[config.mk]
export PLATFORM = sky130hd
export DESIGN_NAME = seg_scan_ctrl
export DESIGN_NICKNAME = d
export VERILOG_FILES = /design/src/rtl/seg_scan_ctrl.sv
export SDC_FILE = /design/constraint.sdc
export NUM_CORES = 1
export LEC_CHECK = 0
export CAP_MARGIN = 10
export CORE_UTILIZATION = 24
export DETAILED_ROUTE_END_ITERATION = 10
export GPL_ROUTABILITY_DRIVEN = 0
export HOLD_SLACK_MARGIN = 0.05
export PLACE_DENSITY = 0.48
export SLEW_MARGIN = 20
export SYNTH_ARGS = -nofsm -noshare
export SYNTH_HDL_FRONTEND = slang
export SYNTH_SLANG_ARGS = --single-unit
[constraint.sdc]
create_clock -name clk -period 1.94 [get_ports clk]
set_input_delay 0.194 -clock clk [delete_from_list [all_inputs] [get_ports clk]]
set_output_delay 0.194 -clock clk [all_outputs]
set_load 0.01 [all_outputs]
[src/rtl/seg_scan_ctrl.sv]
// Scan controller for a multiplexed 7-segment array: digit sequencing, inter-digit
// blanking, brightness PWM and a double-buffered frame write port.
module seg_scan_ctrl #(
   parameter int unsigned DIGITS       = 4,
   parameter int unsigned BLANK_CYCLES = 256,
   parameter int unsigned STEP_CYCLES  = 1024
) (
   input  logic                  clk,
   input  logic                  reset,
   input  logic                  wr_valid,
   output logic                  wr_ready,
   input  logic [8*DIGITS-1:0]   wr_segs,
   input  logic [DIGITS-1:0]     wr_mask,
   input  logic [3:0]            brightness,
   output logic [DIGITS-1:0]     display_sel,
   output logic [7:0]            display,
   output logic                  frame_done
);

   localparam int unsigned CntMax = (BLANK_CYCLES > STEP_CYCLES) ? BLANK_CYCLES : STEP_CYCLES;
   localparam int unsigned CntW   = (CntMax > 1) ? $clog2(CntMax) : 1;
   localparam int unsigned IdxW   = (DIGITS > 1) ? $clog2(DIGITS) : 1;

   typedef enum logic [0:0] {StBlank, StOn} state_e;

   state_e                    state_q, state_d;
   logic [CntW-1:0]           cnt_q, cnt_d;
   logic [3:0]                step_q, step_d;
   logic [IdxW-1:0]           idx_q, idx_d;
   logic [3:0]                bright_q, bright_d;
   logic [DIGITS-1:0][7:0]    segs_q, segs_d;
   logic [DIGITS-1:0]         mask_q, mask_d;
   logic [DIGITS-1:0][7:0]    shadow_segs_q, shadow_segs_d;
   logic [DIGITS-1:0]         shadow_mask_q, shadow_mask_d;
   logic                      pending_q, pending_d;
   logic                      wr_ready_q, wr_ready_d;
   logic [DIGITS-1:0]         display_sel_q, display_sel_d;
   logic [7:0]                display_q, display_d;
   logic                      frame_done_q, frame_done_d;
   logic                      boundary;
   logic                      lit;

   always_comb begin
      state_d       = state_q;
      cnt_d         = cnt_q + 1'b1;
      step_d        = step_q;
      idx_d         = idx_q;
      bright_d      = bright_q;
      segs_d        = segs_q;
      mask_d        = mask_q;
      shadow_segs_d = shadow_segs_q;
      shadow_mask_d = shadow_mask_q;
      pending_d     = pending_q;
      boundary      = 1'b0;

      unique case (state_q)
         StBlank: begin
            if (cnt_q == CntW'(BLANK_CYCLES - 1)) begin
               cnt_d   = '0;
               step_d  = 4'd0;
               state_d = StOn;
            end
         end
         StOn: begin
            if (cnt_q == CntW'(STEP_CYCLES - 1)) begin
               cnt_d = '0;
               if (step_q == 4'd14) begin
                  state_d  = StBlank;
                  bright_d = brightness;
                  boundary = (idx_q == IdxW'(DIGITS - 1));
                  idx_d    = boundary ? '0 : idx_q + 1'b1;
               end else begin
                  step_d = step_q + 4'd1;
               end
            end
         end
         default: state_d = StBlank;
      endcase

      // Frames only swap at the wrap so a frame is never shown half-old, half-new.
      if (boundary && pending_q) begin
         segs_d    = shadow_segs_q;
         mask_d    = shadow_mask_q;
         pending_d = 1'b0;
      end

      if (wr_valid && wr_ready_q) begin
         shadow_segs_d = wr_segs;
         shadow_mask_d = wr_mask;
         pending_d     = 1'b1;
      end

      lit           = (state_q == StOn) && (step_q < bright_q) && mask_q[idx_q];
      display_sel_d = lit ? ~(DIGITS'(1) << idx_q) : '1;
      display_d     = lit ? segs_q[idx_q] : 8'hFF;
      frame_done_d  = boundary;
      wr_ready_d    = !pending_d;
   end

   always_ff @(posedge clk) begin
      if (reset) begin
         state_q       <= StBlank;
         cnt_q         <= '0;
         step_q        <= 4'd0;
         idx_q         <= '0;
         bright_q      <= 4'd15;
         segs_q        <= '1;
         mask_q        <= '0;
         shadow_segs_q <= '1;
         shadow_mask_q <= '0;
         pending_q     <= 1'b0;
         wr_ready_q    <= 1'b1;
         display_sel_q <= '1;
         display_q     <= 8'hFF;
         frame_done_q  <= 1'b0;
      end else begin
         state_q       <= state_d;
         cnt_q         <= cnt_d;
         step_q        <= step_d;
         idx_q         <= idx_d;
         bright_q      <= bright_d;
         segs_q        <= segs_d;
         mask_q        <= mask_d;
         shadow_segs_q <= shadow_segs_d;
         shadow_mask_q <= shadow_mask_d;
         pending_q     <= pending_d;
         wr_ready_q    <= wr_ready_d;
         display_sel_q <= display_sel_d;
         display_q     <= display_d;
         frame_done_q  <= frame_done_d;
      end
   end

   assign wr_ready    = wr_ready_q;
   assign display_sel = display_sel_q;
   assign display     = display_q;
   assign frame_done  = frame_done_q;

endmodule

==> impl_results.md <==
- Residual DRC count: 0
- CTS H-tree depth: 3
- Maxcap violations: 0
- #FFs+latches synth: between 100 and 150
- Die width: 134.4 um
- YS warnings: 0
- 1st-iter DRT viols: 170
- Synth Area in Adders: 2.976%
- Register area: approximately 0.0022 sq mm
- Worst-path maximum fanout: 9
- ANT nets after route: 0
- Final setup viols: 0
- Final WL: between 9 and 10 mm
- Leakage Power: 2.186 nW
- Total gr overflow: 0
- Mux contribution to synthesized area: about 5.5%
- Outcome: finished, final reports clean
- Cts hold-fix bufs: 0
- Fmax: about 0.59 GHz
- FP Rows: between 40 and 50
- Final nets: ~590
- Initial Utilization: about 24%
- Number of I/O port buffers: 56
- DRT Pass-1 Iters: 6
- Filler cells: between 1.5k and 2k
- Detailed Place HPWL: 7.139 mm
- Mapped cell area: 0.004204 sq mm
- RSZ-0062 raised after global routing: false
- Average cell area after synthesis: 8.740 sq um
- I/O pins: 57
- Main combinational cell family by area after synthesis: simple AND/OR/NAND/NOR gates
- Root buf cell: clkbuf_16
- Longest Clk Path Bufs: 2
- XOR/XNOR share of the synthesized area: under 10%
- Critical path class: reg -> reg
- Via count of the first global-routing pass: around 3.3k
- Per-cell routed wire length: 13.10 um
- Power density cells: 819.0 mW/mm^2
- Skew-Pair Late Insertion Delay: approximately 0.36 ns
- Die Y: 134.4 um
- Post-Syn Instances: around 480
- Die ar.: 0.01805 sq mm
- Multi-input gate area: 0.001881 sq mm
- Worst path required time: between 2 and 2.5 ns
- CTS Sinks: 108
- HP Class: in -> reg
- Via density: 4.479
- Final Hold Fails: 0
- Kind of end point of the critical path: flip-flop
- Post-CTS Setup Inserts: 0
- Relative slew slack: a little over two thirds
- Clock skew: 0.007747 ns
- Synth Area in Compound Gates: 4.583%
- Layout area overhead: 27.59%
- Min Tclk post-route: between 1.5 and 2 ns
- Post-Synth Simple-Gate Area: a little under a third
- Startpoint class of the critical path: flip-flop
- Largest net degree at the start of global routing: 65
- Synth Flop Type: dfxtp_1
- Share of layout cells above drive strength 1: approximately a tenth
- Initial antenna violation count: 0
- Final core utilization: between 30 and 40%
- Reg clk slew, reported paths: 0.07 ns
- Total CTS buffers: 9
- Synth async-reset ratio: 0%
- CTS resizes: 0
- Fin crit share: just under 90%
- Final slew viol count: 0
- GRT Resource Usage Total: between 10% and 20%
- Post-synth net total: ~530
- Worst vdd rail ir drop: roughly 460 uV
- First-pass GRT wire length: roughly 17 mm
- Slew @ Worst Pin: around 0.45 ns
- Sequential area share after synthesis: 51.43%
- Arrival @ worst endpoint: 1.95 ns
- Core Box Area: approximately 0.017 sq mm
- Netlist cell types: 37
- Final antenna diode count: 0
- Post-synth EDFFs: 0
- CTS tree: yes
- Vias: about 3.4k
- Fin Setup TNS: 0 ns
-- through the flow --
stage	total power [mW]	cells	instance area, sq um	hold WS [ns]	setup WS [ns]
6_report	4.393	762	5364	0.4033	0.2357
5_1_grt	4.590	762	5364	0.4158	0.03030
4_1_cts	4.436	762	5364	0.3986	0.2260
3_5_place_dp	2.671	746	5076	0.4502	0.2215
3_3_place_gp	2.664	746	5076	0.4402	0.2236
2_1_floorplan	2.523	481	4204	0.3225	0.3018
-- where the power goes --
part | internal, mW | switching (mW) | total [mW] | leakage [nW]
combinational | 0.144 | 0.141 | 0.285 | 1.17
sequential | 2.29 | 0.0423 | 2.33 | 0.882
clock | 0.917 | 0.863 | 1.78 | 0.137
-- layout by cell type (no fill, tap or decap), types with 4 or more instances in the layout --
cell,count
a21oi_1,12
dfxtp_1,108
buf_4,13
clkdlybuf4s50_1,56
nand2_1,118
nor2_1,17
ha_1,10
inv_1,8
mux4_2,9
and4_1,4
xor2_1,5
o211ai_1,4
clkbuf_16,9
or2_2,9
nand3_1,107
-- registers in the layout, indices dropped and copies added, names as in the netlist --
| signal | flops |
|---|---|
| cnt_q | 10 |
| pending_q | 1 |
| segs_q | 32 |
| bright_q | 4 |
| display | 8 |
| wr_ready | 1 |
| mask_q | 4 |
| state_q | 1 |
| step_q | 4 |
| shadow_mask_q | 4 |
| idx_q | 2 |
| frame_done | 1 |
| shadow_segs_q | 32 |
| display_sel | 4 |
-- synthesized netlist by cell type, drive strengths merged (2+ instances only) --
| cell | count | area, sq um |
|---|---|---|
| nand2 | 118 | 442.9 |
| dfxtp | 108 | 2162 |
| nand3 | 107 | 535.5 |
| clkbuf | 24 | 90.09 |
| nor2 | 17 | 63.81 |
| a21oi | 12 | 60.06 |
| ha | 10 | 125.1 |
| inv | 9 | 33.78 |
| mux4 | 9 | 202.7 |
| or2 | 9 | 56.30 |
| buf | 8 | 37.54 |
| and4 | 5 | 45.04 |
| xor2 | 5 | 43.79 |
| nand4 | 4 | 31.28 |
| o211ai | 4 | 30.03 |
| and3 | 3 | 18.77 |
| mux2i | 3 | 30.03 |
| nor3 | 3 | 15.01 |
| o2111ai | 3 | 26.28 |
| o21ai | 3 | 15.01 |
| nand2b | 2 | 12.51 |
| o22ai | 2 | 12.51 |
| o311ai | 2 | 17.52 |
| xnor2 | 2 | 17.52 |
-- metal layers --
| layer | part of all wire [%] | track usage, % | wire length, um | vias to the layer above |
|---|---|---|---|---|
| met5 | 0 | 0 | 0 | - |
| met4 | 2.1 | 5.805 | 211 | 0 |
| met3 | 3.1 | 2.646 | 305 | 15 |
| met2 | 43 | 17.16 | 4258 | 47 |
| met1 | 52 | 17.04 | 5207 | 1601 |
| li1 | - | - | - | 1750 |
-- cell families (layout without fill, tap and decap cells) --
kind of cell / Yosys count / after routing
adders and majority gates: 10 / 10
xor gates and xnor gates: 7 / 7
DFF: 108 / 108
muxes: 12 / 12
AOI/OAI and AO/OA: 30 / 30
buffers and inverters: 41 / 97
and+or+nand+nor: 273 / 273
-- path summary, 6_finish.rpt --
path / end / cells after the start / slack (ns) / startpoint
hold reg to reg: shadow_mask_q[0]$_SDFFE_PP0P_ / 2 / 0.46 / shadow_mask_q[0]$_SDFFE_PP0P_
setup / recovery: display[6]$_SDFF_PP1_ / 4 / 0.24 / step_q[1]$_SDFFE_PP0P_
setup reg to reg: display[6]$_SDFF_PP1_ / 4 / 0.24 / step_q[1]$_SDFFE_PP0P_
hold / removal: shadow_segs_q[3]$_SDFFE_PP1P_ / 3 / 0.40 / wr_segs[3]
-- final cells by class --
type                       instances  share of cell area, %
clock buffer                      10                  4.455
clock inverter                     6                 0.9097
inverter                           9                 0.6298
multi-input combinational        332                  35.06
sequential                       108                  40.31
tap                              225                  5.248
timing repair buffer              72                  13.39
-- critical path, stage by stage (launching register included) --
cell      delay, ns
dfxtp_1        0.42
ha_1           0.26
a211oi_1       0.30
o211ai_1       0.26
or2_2          0.35
(Power assumes the default switching activity.)
